File: src/rtl/golden_nonce_queue.sv
// golden_nonce_queue
//   Receiving end of the hasher's golden-nonce report path (hash_clk domain).
//   Each single-cycle golden-nonce strobe is tagged with the current
//   work-generation number and queued, so that no result is lost while the
//   JTAG comm side is slow to drain. Entries leave through a
//   first-word-fall-through valid/ready port.
//
// Parameters
//   DEPTH  queue entries (power of two, >= 2)
//   TAG_W  width of the wrapping work-generation tag
//   OVF_W  width of the saturating dropped-nonce counter
//
// Ports
//   hash_clk      in   hasher clock, rising edge
//   reset         in   synchronous, active-high
//   in_valid      in   golden-nonce strobe, one cycle per nonce
//   in_nonce      in   [31:0] nonce qualified by in_valid
//   new_work      in   pulse: new work loaded, advances the tag
//   out_valid     out  head entry available
//   out_nonce     out  [31:0] head nonce
//   out_tag       out  [TAG_W-1:0] head tag
//   out_ready     in   consumer accepts the head when out_valid=1
//   level         out  [$clog2(DEPTH):0] occupancy, 0..DEPTH
//   full          out  level == DEPTH
//   overflow_cnt  out  [OVF_W-1:0] nonces dropped on a full queue, saturating
//
// Configuration
//   GOLDEN_NONCE_QUEUE_DEDUP_EN  when defined, a strobe whose {tag,nonce}
//   equals the last accepted entry is silently discarded.

module golden_nonce_queue #(
    parameter int DEPTH = 16,
    parameter int TAG_W = 4,
    parameter int OVF_W = 16
) (
    input  logic                     hash_clk,
    input  logic                     reset,
    input  logic                     in_valid,
    input  logic [31:0]              in_nonce,
    input  logic                     new_work,
    output logic                     out_valid,
    output logic [31:0]              out_nonce,
    output logic [TAG_W-1:0]         out_tag,
    input  logic                     out_ready,
    output logic [$clog2(DEPTH):0]   level,
    output logic                     full,
    output logic [OVF_W-1:0]         overflow_cnt
);

    localparam int PTR_W   = $clog2(DEPTH);
    localparam int LVL_W   = PTR_W + 1;
    localparam int ENTRY_W = TAG_W + 32;
    localparam logic [LVL_W-1:0] DEPTH_LVL = LVL_W'(DEPTH);

    logic [ENTRY_W-1:0] mem [DEPTH];
    logic [PTR_W-1:0]   wr_ptr;
    logic [PTR_W-1:0]   rd_ptr;
    logic [TAG_W-1:0]   cur_tag;
    logic [ENTRY_W-1:0] head;
    logic [ENTRY_W-1:0] new_entry;

    logic accept;
    logic push;
    logic pop;
    logic drop;

    assign new_entry = {cur_tag, in_nonce};

`ifdef GOLDEN_NONCE_QUEUE_DEDUP_EN
    logic               last_valid;
    logic [ENTRY_W-1:0] last_entry;

    // The duplicate compare sits ahead of the full check, so a repeat on a
    // full queue is swallowed instead of being counted as a drop.
    assign accept = in_valid && !(last_valid && (new_entry == last_entry));

    always_ff @(posedge hash_clk) begin
        if (reset) begin
            last_valid <= 1'b0;
        end else if (push) begin
            last_valid <= 1'b1;
        end
    end

    always_ff @(posedge hash_clk) begin
        if (push) begin
            last_entry <= new_entry;
        end
    end
`else
    assign accept = in_valid;
`endif

    // A push on a full queue is allowed when the head leaves in the same cycle.
    assign pop  = out_valid && out_ready;
    assign push = accept && (!full || pop);
    assign drop = accept && full && !pop;

    assign full      = (level == DEPTH_LVL);
    assign out_valid = (level != '0);

    // Head is read straight from storage (first-word fall-through). It cannot
    // change under a stalled consumer: a write only lands on rd_ptr when the
    // queue is empty, or when full together with a pop.
    assign head      = mem[rd_ptr];
    assign out_nonce = out_valid ? head[31:0] : 32'd0;
    assign out_tag   = out_valid ? head[ENTRY_W-1:32] : '0;

    // Storage is deliberately not reset.
    always_ff @(posedge hash_clk) begin
        if (push) begin
            mem[wr_ptr] <= new_entry;
        end
    end

    always_ff @(posedge hash_clk) begin
        if (reset) begin
            wr_ptr       <= '0;
            rd_ptr       <= '0;
            level        <= '0;
            cur_tag      <= '0;
            overflow_cnt <= '0;
        end else begin
            if (push) begin
                wr_ptr <= wr_ptr + PTR_W'(1);
            end
            if (pop) begin
                rd_ptr <= rd_ptr + PTR_W'(1);
            end
            case ({push, pop})
                2'b10:   level <= level + LVL_W'(1);
                2'b01:   level <= level - LVL_W'(1);
                default: level <= level;
            endcase
            // The entry written this cycle already captured the old tag.
            if (new_work) begin
                cur_tag <= cur_tag + TAG_W'(1);
            end
            if (drop && (overflow_cnt != '1)) begin
                overflow_cnt <= overflow_cnt + OVF_W'(1);
            end
        end
    end

endmodule

File: config.mk
export PLATFORM = sky130hd
export DESIGN_NAME = golden_nonce_queue
export DESIGN_NICKNAME = d
export VERILOG_FILES = /design/src/rtl/golden_nonce_queue.sv
export SDC_FILE = /design/constraint.sdc
export NUM_CORES = 1
export LEC_CHECK = 0
export ABC_CLOCK_PERIOD_IN_PS = 6200
export CELL_PAD_IN_SITES_DETAIL_PLACEMENT = 1
export CELL_PAD_IN_SITES_GLOBAL_PLACEMENT = 2
export CORE_MARGIN = 1
export CORE_UTILIZATION = 50
export CTS_BUF_LIST = sky130_fd_sc_hd__clkbuf_8
export DETAILED_ROUTE_END_ITERATION = 8
export GPL_TIMING_DRIVEN = 0
export MAX_ROUTING_LAYER = met4
export PLACE_DENSITY_LB_ADDON = 0.1
export SLEW_MARGIN = 25
export SYNTH_ARGS = -nofsm -noshare
export SYNTH_HDL_FRONTEND = slang
export SYNTH_SLANG_ARGS = --single-unit
File: constraint.sdc
create_clock -name hash_clk -period 6.2 [get_ports hash_clk]
set_input_delay 1.24 -clock hash_clk [delete_from_list [all_inputs] [get_ports hash_clk]]
set_output_delay 1.24 -clock hash_clk [all_outputs]
set_load 0.03 [all_outputs]
==> impl_metrics.csv <==
group,metric,value,unit
floorplan,die_width,219,um
final_layout,finalCoreUtilization,0.603,
timing,finalCritPeriodShare,0.863,
place,place_area,26300,um^2
synthesis,synth_nets,1153,
floorplan,fp.dieArea,48200,um^2
critical_path,timing.reg2reg.setup_slack,2.95,ns
synthesis,ys_async_sr_fraction,0,
critical_path,worstSetupEndpointType,"output pin",
final_layout,syn2layout_area_growth,18.7,%
synthesis,yosysSeqAreaShare,0.763,
global_route,use_met3,0.0431,
pwr,power_density,375,nW/um^2
pwr,ir_drop,0.328,mV
synthesis,ys.flop_type,"edfxtp_1",
timing,max_slew.worst_pin.slew,1.04,ns
critical_path,cp.required,4.96,ns
critical_path,path_class,"reg2out",
floorplan,core_area,46600,um^2
timing,slew_headroom,0.310,
floorplan,die_h,219,um
detailed_routing,avgRoutedWirePerCell,26.8,um
clock_tree,cts_setup_buffers,0,
global_route,overflow,0,
synthesis,yosysUniqueCellTypes,42,
global_route,grt_pass1_wl,80600,um
detailed_routing,antenna_left,0,
clock_tree,clock_latency,0.67,ns
critical_path,arrival,4.11,ns
global_route,top_usage_layer,"met2",
critical_path,timing.rr.end,"mem[1][15]",
synthesis,netlist_instances,1107,
worst_hold_path,hold_end,"rd_ptr[1]",
clock_tree,cts_max_path_buffers,3,
place,routabilityCongestion,0.723,
timing,finalSetupTns,0,ns
detailed_routing,drt_iter0_markers,851,
clock_tree,cts_resized,0,
pwr,power,10500,uW
detailed_routing,routed_via_density,5.83,
floorplan,pin_count,96,
synthesis,synth_seq_cells,613,
clock_tree,cts_tree,"done",
global_route,track_usage,0.242,
global_route,grt_pass1_vias,12700,
final_layout,layout-drive-gt1-share,0.254,
critical_path,worstPathMaxFanout,10,
final_layout,nFillCells,3942,
detailed_routing,route.detailed.drc,0,
detailed_routing,first_pass_iters,5,
pwr,leakagePower,0.00875,uW
timing,finalSetupViolCount,0,
timing,slew_viol_final,0,
place,port_buffers,93,
global_route,grt_max_degree,20,
timing,rsz0062_at_grt,"false",
timing,hold_slack,0.526,ns
synthesis,synth_edf_count,576,
synthesis,yosys-top-cells-area,"edfxtp_1, mux4_2, mux2i_1",
timing,hold_violations,0,
clock_tree,cts_root_buf,"clkbuf_8",
floorplan,start_util,0.508,
global_route,grt_antenna_before_repair,0,
detailed_routing,wl,54600,um
synthesis,netlist_top_cells_count,"edfxtp_1, mux4_2, mux2i_1, nor2_1, dfxtp_1",
timing,period_needed,5.35,ns
clock_tree,cts_sinks,613,
critical_path,r2r-start,"level[1]",
run_status,status,"finished clean",
detailed_routing,vias,11900,
synthesis,syn_area,23600,um^2
synthesis,syn_area_per_cell,21.4,um^2
synthesis,synth_most_common_cell,"edfxtp_1",
global_route,grtUsageMet1,0.315,
worst_hold_path,min_path_type,"reg2reg",
synthesis,synth_top_area_cell,"edfxtp_1",
clock_tree,clkTransAtPathRegs,0.06,ns
final_layout,final_nets,1399,
final_layout,antenna_cells,0,
timing,skew,0.0271,ns
timing,max_clock_freq,187,MHz
final_layout,fin_area,28100,um^2
worst_hold_path,hp-start,"rd_ptr[1]",
critical_path,start_kind,"register",
synthesis,synth_warnings,0,
clock_tree,ctsHtreeMaxLevel,3,
clock_tree,hold_buffers,0,
worst_hold_path,min_delay_path_depth,2,
synthesis,synth_top_area_frac,0.732,
run,drv_cap,0,
clock_tree,cts_made_buffers,98,
place,hpwl,35800,um
global_route,grt.met2_usage,0.386,
floorplan,row_count,79,
critical_path,worst-r2r-cell-count,7,
-- stage by stage --
stage          setup slack [ns]  std cells
2_1_floorplan              1.06       1107
3_3_place_gp              -2.84       1807
3_5_place_dp               1.48       1859
4_1_cts                   0.735       2035
5_1_grt                   0.612       2036
6_report                  0.847       2036
-- power breakdown --
part           leakage (uW)  internal [uW]  total (uW)  switching, uW
logic               0.00222           1140        2690           1560
clock network       0.00106           1620        3160           1530
registers           0.00548           4630        4690           64.3
-- layout by cell type (no fill, tap or decap), types with 8 or more instances in the layout --
master / n
a21oi_1: 10
buf_16: 18
buf_2: 26
buf_4: 24
clkbuf_1: 27
clkbuf_8: 104
clkdlybuf4s50_1: 93
clkinv_1: 22
clkinv_2: 8
dfxtp_1: 37
edfxtp_1: 576
ha_1: 9
inv_1: 45
mux2i_1: 76
mux4_2: 144
nand2_1: 16
nand4_1: 9
nor2_1: 35
nor2_4: 12
o22ai_1: 36
xnor2_1: 16
-- state kept, by name, summed over array words and instances, names as in the netlist, named ones only --
| name | cells |
|---|---|
| cur_tag | 4 |
| mem | 576 |
| wr_ptr | 4 |
| overflow_cnt | 16 |
| rd_ptr | 4 |
| level | 5 |
-- per-layer routing --
metal | wire length (um) | share of wire | up-vias
li1 | - | - | 5120
met3 | 2830 | 0.052 | 94
met1 | 23300 | 0.43 | 6292
met4 | 1230 | 0.023 | 0
met5 | 0 | 0 | -
met2 | 27200 | 0.50 | 356
-- critical path, stage by stage (launching register included) --
cell	delay [ns]
dfxtp_1	0.30
buf_2	0.27
clkbuf_1	0.58
clkbuf_1	0.70
mux4_2	0.35
mux2i_1	0.08
o22ai_1	0.40
clkdlybuf4s50_1	0.77
-- logic make-up after synthesis --
group           after synthesis  share of synthesized area
compound gates               69                     0.0202
xor+xnor                     23                    0.00852
fa+ha+maj                     9                    0.00476
buf+inv                      64                     0.0117
flops                       613                      0.763
mux                         221                      0.170
simple gates                108                     0.0222
-- worst max-delay path by stage --
stage | end | slack, ns | depth (start not counted)
after floorplan | mem[3][0] | 1.06 | 5
after global placement | mem[0][18] | -2.84 | 5
after detailed placement | out_tag[3] | 1.48 | 7
after CTS | out_tag[3] | 0.73 | 7
after global routing | out_nonce[31] | 0.61 | 7
final | out_tag[3] | 0.85 | 7
-- layout make-up --
type	count	area (um^2)	area share
Sequential cell	613	18000	0.642
Multi-Input combinational cell	430	5440	0.194
Timing Repair Buffer	146	1790	0.0638
Clock buffer	104	1430	0.0510
Tap cell	607	759	0.0270
Clock inverter	72	340	0.0121
Buffer	58	254	0.00905
Inverter	6	22.5	0.000802
Power figures use the tool's default switching activity.
